File: config.mk
export PLATFORM = sky130hd
export DESIGN_NAME = mem_stage_ctrl
export DESIGN_NICKNAME = d
export VERILOG_FILES = /design/src/rtl/mem_stage_ctrl.sv
export SDC_FILE = /design/constraint.sdc
export NUM_CORES = 1
export LEC_CHECK = 0
export BUFFER_PORTS_ARGS = -buffer_cell sky130_fd_sc_hd__buf_4
export CAP_MARGIN = 20
export CORE_ASPECT_RATIO = 1.25
export CORE_MARGIN = 10
export CORE_UTILIZATION = 42
export CTS_CLUSTER_DIAMETER = 80
export DETAILED_ROUTE_END_ITERATION = 10
export PLACE_DENSITY = 0.87
export SYNTH_ARGS = -nofsm -noshare
export SYNTH_HDL_FRONTEND = slang
export SYNTH_SLANG_ARGS = --single-unit
File: constraint.sdc
create_clock -name clk -period 5.05 [get_ports clk]
set_clock_uncertainty 0.15 [all_clocks]
set_input_delay 1.01 -clock clk [delete_from_list [all_inputs] [get_ports clk]]
set_output_delay 1.01 -clock clk [all_outputs]
set_load 0.05 [all_outputs]
File: src/rtl/mem_stage_ctrl.sv
// rtl/mem_stage_ctrl.sv - EX/MEM consumer: data-memory req/ack access, branch resolve, MEM/WB register
module mem_stage_ctrl #(
  parameter int ADDR_W         = 32,
  parameter int DATA_W         = 32,
  parameter int TIMEOUT_CYCLES = 16
) (
  input  logic              clk,
  input  logic              reset,
  input  logic [31:0]       alu_data,
  input  logic [31:0]       branch_target,
  input  logic [DATA_W-1:0] rt_data,
  input  logic              zero,
  input  logic [4:0]        reg_dest,
  input  logic              jump,
  input  logic              branch,
  input  logic              MemRead,
  input  logic              MemWrite,
  input  logic              MemtoReg,
  input  logic              RegWrite,
  output logic              pc_src,
  output logic [31:0]       pc_target,
  output logic              stall,
  output logic              mem_req,
  output logic              mem_we,
  output logic [ADDR_W-1:0] mem_addr,
  output logic [DATA_W-1:0] mem_wdata,
  input  logic [DATA_W-1:0] mem_rdata,
  input  logic              mem_ack,
  output logic [DATA_W-1:0] wb_read_data,
  output logic [31:0]       wb_alu_data,
  output logic [4:0]        wb_reg_dest,
  output logic              wb_MemtoReg,
  output logic              wb_RegWrite,
  output logic              misalign_err,
  output logic              timeout_err
);

  localparam int CNT_W = $clog2(TIMEOUT_CYCLES);
  localparam logic [CNT_W-1:0] CNT_LAST = CNT_W'(TIMEOUT_CYCLES - 1);

  typedef enum logic {IDLE, BUSY} state_t;

  state_t              state_q, state_d;
  logic [CNT_W-1:0]    cnt_q, cnt_d;
  logic                mem_req_q, mem_req_d;
  logic                mem_we_q, mem_we_d;
  logic [ADDR_W-1:0]   mem_addr_q, mem_addr_d;
  logic [DATA_W-1:0]   mem_wdata_q, mem_wdata_d;
  logic [31:0]         lat_alu_q, lat_alu_d;
  logic [4:0]          lat_dest_q, lat_dest_d;
  logic                lat_m2r_q, lat_m2r_d;
  logic                lat_rw_q, lat_rw_d;
  logic                lat_rd_q, lat_rd_d;
  logic [DATA_W-1:0]   wb_rdata_q, wb_rdata_d;
  logic [31:0]         wb_alu_q, wb_alu_d;
  logic [4:0]          wb_dest_q, wb_dest_d;
  logic                wb_m2r_q, wb_m2r_d;
  logic                wb_rw_q, wb_rw_d;
  logic                mis_err_q, mis_err_d;
  logic                to_err_q, to_err_d;
  logic                access;
  logic                misaligned;

  assign access     = MemRead | MemWrite;
  assign misaligned = access & (alu_data[1:0] != 2'b00);

  assign pc_src    = jump | (branch & zero);
  assign pc_target = branch_target;

  always_ff @(posedge clk or posedge reset) begin
    if (reset) begin
      state_q     <= IDLE;
      cnt_q       <= '0;
      mem_req_q   <= 1'b0;
      mem_we_q    <= 1'b0;
      mem_addr_q  <= '0;
      mem_wdata_q <= '0;
      lat_alu_q   <= '0;
      lat_dest_q  <= '0;
      lat_m2r_q   <= 1'b0;
      lat_rw_q    <= 1'b0;
      lat_rd_q    <= 1'b0;
      wb_rdata_q  <= '0;
      wb_alu_q    <= '0;
      wb_dest_q   <= '0;
      wb_m2r_q    <= 1'b0;
      wb_rw_q     <= 1'b0;
      mis_err_q   <= 1'b0;
      to_err_q    <= 1'b0;
    end else begin
      state_q     <= state_d;
      cnt_q       <= cnt_d;
      mem_req_q   <= mem_req_d;
      mem_we_q    <= mem_we_d;
      mem_addr_q  <= mem_addr_d;
      mem_wdata_q <= mem_wdata_d;
      lat_alu_q   <= lat_alu_d;
      lat_dest_q  <= lat_dest_d;
      lat_m2r_q   <= lat_m2r_d;
      lat_rw_q    <= lat_rw_d;
      lat_rd_q    <= lat_rd_d;
      wb_rdata_q  <= wb_rdata_d;
      wb_alu_q    <= wb_alu_d;
      wb_dest_q   <= wb_dest_d;
      wb_m2r_q    <= wb_m2r_d;
      wb_rw_q     <= wb_rw_d;
      mis_err_q   <= mis_err_d;
      to_err_q    <= to_err_d;
    end
  end

  always_comb begin
    state_d     = state_q;
    cnt_d       = cnt_q;
    mem_req_d   = mem_req_q;
    mem_we_d    = mem_we_q;
    mem_addr_d  = mem_addr_q;
    mem_wdata_d = mem_wdata_q;
    lat_alu_d   = lat_alu_q;
    lat_dest_d  = lat_dest_q;
    lat_m2r_d   = lat_m2r_q;
    lat_rw_d    = lat_rw_q;
    lat_rd_d    = lat_rd_q;
    wb_rdata_d  = wb_rdata_q;
    wb_alu_d    = wb_alu_q;
    wb_dest_d   = wb_dest_q;
    wb_m2r_d    = wb_m2r_q;
    wb_rw_d     = wb_rw_q;
    mis_err_d   = mis_err_q;
    to_err_d    = to_err_q;
    stall       = 1'b0;

    case (state_q)
      IDLE: begin
        if (misaligned) begin
          wb_rw_d   = 1'b0;
          wb_m2r_d  = 1'b0;
          mis_err_d = 1'b1;
        end else if (access) begin
          stall       = 1'b1;
          mem_req_d   = 1'b1;
          mem_we_d    = MemWrite & ~MemRead;
          mem_addr_d  = alu_data[ADDR_W-1:0];
          mem_wdata_d = rt_data;
          lat_alu_d   = alu_data;
          lat_dest_d  = reg_dest;
          lat_m2r_d   = MemtoReg;
          lat_rw_d    = RegWrite;
          lat_rd_d    = MemRead;
          cnt_d       = '0;
          wb_rw_d     = 1'b0;
          wb_m2r_d    = 1'b0;
          state_d     = BUSY;
        end else begin
          wb_alu_d  = alu_data;
          wb_dest_d = reg_dest;
          wb_m2r_d  = MemtoReg;
          wb_rw_d   = RegWrite;
        end
      end
      BUSY: begin
        if (mem_ack) begin
          // Ack beats the timeout even on the last allowed cycle.
          mem_req_d = 1'b0;
          if (lat_rd_q) wb_rdata_d = mem_rdata;
          wb_alu_d  = lat_alu_q;
          wb_dest_d = lat_dest_q;
          wb_m2r_d  = lat_m2r_q;
          wb_rw_d   = lat_rw_q;
          state_d   = IDLE;
        end else if (cnt_q == CNT_LAST) begin
          mem_req_d = 1'b0;
          to_err_d  = 1'b1;
          wb_rw_d   = 1'b0;
          wb_m2r_d  = 1'b0;
          state_d   = IDLE;
        end else begin
          stall    = 1'b1;
          wb_rw_d  = 1'b0;
          wb_m2r_d = 1'b0;
          cnt_d    = cnt_q + CNT_W'(1);
        end
      end
      default: state_d = IDLE;
    endcase
  end

  assign mem_req      = mem_req_q;
  assign mem_we       = mem_we_q;
  assign mem_addr     = mem_addr_q;
  assign mem_wdata    = mem_wdata_q;
  assign wb_read_data = wb_rdata_q;
  assign wb_alu_data  = wb_alu_q;
  assign wb_reg_dest  = wb_dest_q;
  assign wb_MemtoReg  = wb_m2r_q;
  assign wb_RegWrite  = wb_rw_q;
  assign misalign_err = mis_err_q;
  assign timeout_err  = to_err_q;

endmodule
---- Word level (Yosys, flattened, before mapping) ----
Cells that the tools add are included.
cells by class
  add/sub/neg operators ................... 1
  eq/ne operators ......................... 8
  multiplexer cells ....................... 31
  bitwise gates (word level) .............. 9
  reduce and logical (&&, ||, !) cells .... 8
operators with widths
  kind                   count
  $mux W32               3
  $pmux W32 S2           1
  $mux W4                4
  $mux W5                3
  $reduce_and A3 Y1      5
  $mux W1                14
  $ne A2 B2 Y1 const B   6
  $pmux W5 S2            1
  $pmux W1 S2            4
  $pmux W4 S2            1
  $add A4 B1 Y4 const B  1
  $eq A4 B4 Y1 const B   1
  $not A1 Y1             4
  $reduce_and A4 Y1      1
  $and A1 B1 Y1          3
  $ne A3 B2 Y1 const B   1
  $or A1 B1 Y1           2
  $reduce_and A2 Y1      1
  $reduce_bool A2 Y1     1
storage, ports and cells
  bits in registers ....................... 152
  input bits .............................. 143
  output and inout port bits .............. 173
  word-level logic and storage cells ...... 74

---- Depth between registers and ports, before layout ----
  depth after elaboration ................. 4
  gate-level depth with buffers ........... 6
  depth with buffers taken out ............ 5

---- Worst setup path after synthesis ----
OpenSTA, ideal clock, no wires.
  kind .................................... input-to-output
  start point ............................. input port alu_data[0]
  end point ............................... output port stall
  data arrival time ....................... 1.860 ns
  required time ........................... 3.890 ns
  path slack .............................. 2.030 ns
  stages on the path ...................... 4
  path buffers ............................ 1
  cells stage by stage .................... or2_0 -> buf_2 -> a2bb2oi_2 -> inv_1
on the way
  word-level cells in the longest chain between the ends .. 4
RTL lines
  element             RTL line  RTL
  start, declared     9         input logic [31:0] alu_data,
  $reduce_bool A2 Y1  65        assign misaligned = access & (alu_data[1:0] != 2'b00);
  $and A1 B1 Y1       65
  $mux W1             135       if (misaligned) begin
  $pmux W1 S2         133       case (state_q)
  end, declared       22        output logic stall,
No other way between the ends.

---- Final worst setup path ----
  start point ............................. register state_q
  end point ............................... output port stall
on the way
  word-level cells in the longest chain between the ends .. 2
RTL lines
  element                      RTL line  RTL
  start, declared              43        state_t state_q, state_d;
  start signal, assigned       91        state_q <= state_d;
  $not A1 Y1 (no source line)  -
  $pmux W1 S2 (*)              133
Every way passes the cells marked *; elsewhere a longest branch is shown, timed or not.

==> impl_metrics.ini <==
[critical_path]
startpoint = state_q
critical-path-top-cell-by-count = buf_4
worstPathCellList = buf_4, and2b_1, a2bb2oi_2, inv_1, buf_4
critPathArrivalTime_ns = 2.38
start_kind = flip-flop
worstSetupPathType = flip-flop to primary output
crit_family = flip-flops
cpPeakStageDelay_ns = 0.85
critPathMaxFanout = 31
r2r_slack_ns = 2.28
critPathBufInv = 3
crit_cells = 5
crit_required_ns = 3.89
cpMaxStageDelayCell = dfrtp_2
r2r_start = state_q
ff2ff_path_depth = 4
end_kind = primary output

[timing]
period_share_pct = 70.07
timing.fmax_mhz = 282.6
setup_viol = 0
rsz0062_at_grt = false
slew_headroom_pct = 36.88
finalMaxSlewViolations = 0
fin_tns_setup_ns = 0
hold_violations = 0
tightest_slew_ns = 0.9447
min_period_ns = 3.538

[floorplanning]
pin_count = 316
rows = 50
dieArea_um2 = 20970
initial_core_util_pct = 43.15
core_um2 = 15140
die_w_um = 131.5
die_y_um = 159.4

[global_routing]
antenna_found_initial = 0
grt_overflow = 0
grt_max_degree = 81
grtUsageTotal_pct = 16.53
grt_pass1_vias = 4929
grt_pass1_wl_mm = 27.48

[status]
outcome = completed

[placed_design]
dpl.hpwl_mm = 13.16
numPlacedInstances = 834
io_buffer_count = 251
place.gp.congestion = 0.7531
place_area_um2 = 8318

[cts]
cts_hold_buf = 0
path_clk_slew_ns = 0.06
clockBufferDepth = 2
cts_sinks = 152
clock-root-buffer = clkbuf_16
cts_tree = built
cts_max_level = 4
cts.repair.resized = 0
cts_inserted_buffers = 17
clk_latency_ns = 0.42
post-cts-setup-buffer-count = 0

[route]
drc = 0
wl_per_cell_um = 19.98
antenna_left = 0
drtPass1Iterations = 4
drtIter0Drc = 175
routed_via_density = 4.885
wirelength_mm = 17.24
vias = 4216

[yosys]
ys_types = 33
yosysSeqAreaShare_pct = 58.23
yosysTopAreaCell = dfrtp_1
synth_warnings = 0
syn_area_um2 = 6533
synth_edf_count = 0
avgSynthCellArea_um2 = 15.44
synth-seq-cells = 152
synth_top_area_share_pct = 58.23
synth-async-reset-ratio_pct = 100.0
syn-num-nets = 567
synthFlopType = dfrtp_1
synth_area_leaders = dfrtp_1 (58%), mux2_2 (29%), buf_4 (3.7%)
syn_inst = 423

[power_and_ir_drop]
leakage_nw = 4.182
ir_drop_v = 0.0004456
p_total_mw = 5.637
power.density_nw_per_um2 = 631.4

[flow_run]
cap_violations = 0

[cells_and_area]
final_cells = 863
final_util_pct = 58.97
drive_gt1_share_pct = 69.92
synthToLayoutAreaGrowth_pct = 36.66
stdcell_area_um2 = 8927
diodes = 0
fin_nets = 789

[worst_hold_path]
min-delay-start = timeout_err
hp-class = flip-flop to flip-flop
hold_depth = 1
==> final timing paths <==
kind | to
worst max-delay path | stall
worst min-delay path | timeout_err
worst max register to register | wb_alu_data[9]
worst min register to register | timeout_err
max in group asynchronous | wb_alu_data[8]
min in group asynchronous | wb_alu_data[26]
==> cells in the mapped netlist, types with 3 or more instances <==
| library cell | count |
|---|---|
| buf_2 | 8 |
| dfrtp_1 | 152 |
| mux2_2 | 167 |
| nand2_1 | 3 |
| buf_6 | 13 |
| o21ai_0 | 4 |
| buf_4 | 32 |
| nand3_1 | 5 |
| mux2_1 | 9 |
==> area by class of cell <==
class | count | area (um^2)
Sequential cell | 152 | 3805
Clock buffer | 21 | 460.4
Clock inverter | 8 | 148.9
Multi-Input combinational cell | 216 | 2295
Inverter | 2 | 11.26
Fill cell | 1259 | 6212
Timing Repair Buffer | 256 | 1947
Tap cell | 208 | 260.3
==> per-layer routing <==
layer / share of wire [%] / vias up / global-route usage, %
met3: 7.3 / 50 / 6.494
met4: 3.2 / 0 / 7.751
li1: - / 1900 / -
met1: 36 / 2094 / 16.58
met2: 54 / 172 / 29.31
met5: 0 / - / 0
==> placed cells by master (no fill, tap or decap), types with 2 or more instances in the layout <==
cell type | netlist | routed
buf_12 | 0 | 2
a21o_1 | 2 | 2
nand3_1 | 5 | 5
nor2b_1 | 2 | 2
clkinvlp_4 | 0 | 3
nand2_1 | 3 | 3
dfrtp_1 | 152 | 151
o21ai_0 | 4 | 4
clkbuf_1 | 0 | 2
buf_4 | 32 | 254
nand2b_1 | 2 | 2
clkbuf_16 | 0 | 17
bufinv_16 | 0 | 4
mux2i_1 | 2 | 2
mux2_1 | 9 | 9
mux2_2 | 167 | 167
nor2_1 | 2 | 2
clkbuf_8 | 0 | 2
==> per-stage QoR <==
| step | worst slack (ns) | hold WS [ns] |
|---|---|---|
| global route | 1.357 | 0.3499 |
| CTS | 1.435 | 0.3183 |
| floorplan | 1.973 | 0.3088 |
| global placement | 1.784 | 0.2986 |
| detailed placement | 1.758 | 0.3042 |
| finish | 1.512 | 0.3135 |
==> registers in the layout (all words and copies together), names as in the netlist <==
| signal | flops |
|---|---|
| lat_dest_q | 5 |
| lat_alu_q | 32 |
| wb_MemtoReg | 1 |
| mem_req | 1 |
| lat_m2r_q | 1 |
| wb_read_data | 32 |
| wb_alu_data | 32 |
| mem_we | 1 |
| wb_RegWrite | 1 |
| lat_rw_q | 1 |
| misalign_err | 1 |
| timeout_err | 1 |
| lat_rd_q | 1 |
| wb_reg_dest | 5 |
| cnt_q | 4 |
| state_q | 1 |
| mem_wdata | 32 |
==> report_power, final <==
part | leakage (nW) | internal, mW | switching (mW)
logic | 2.08 | 0.839 | 1.66
registers | 1.81 | 1.59 | 0.230
clock network | 0.291 | 0.844 | 0.475
==> cell families after synthesis <==
| logic type | after synthesis | synth area share, % |
|---|---|---|
| muxes | 178 | 30.65 |
| DFF | 152 | 58.23 |
| buffers and inverters | 55 | 6.646 |
| and+or+nand+nor | 21 | 2.107 |
| AOI/OAI and AO/OA | 16 | 2.184 |
| adders and majority gates | 1 | 0.1915 |
Note: power is estimated with default switching activity, not from simulation.
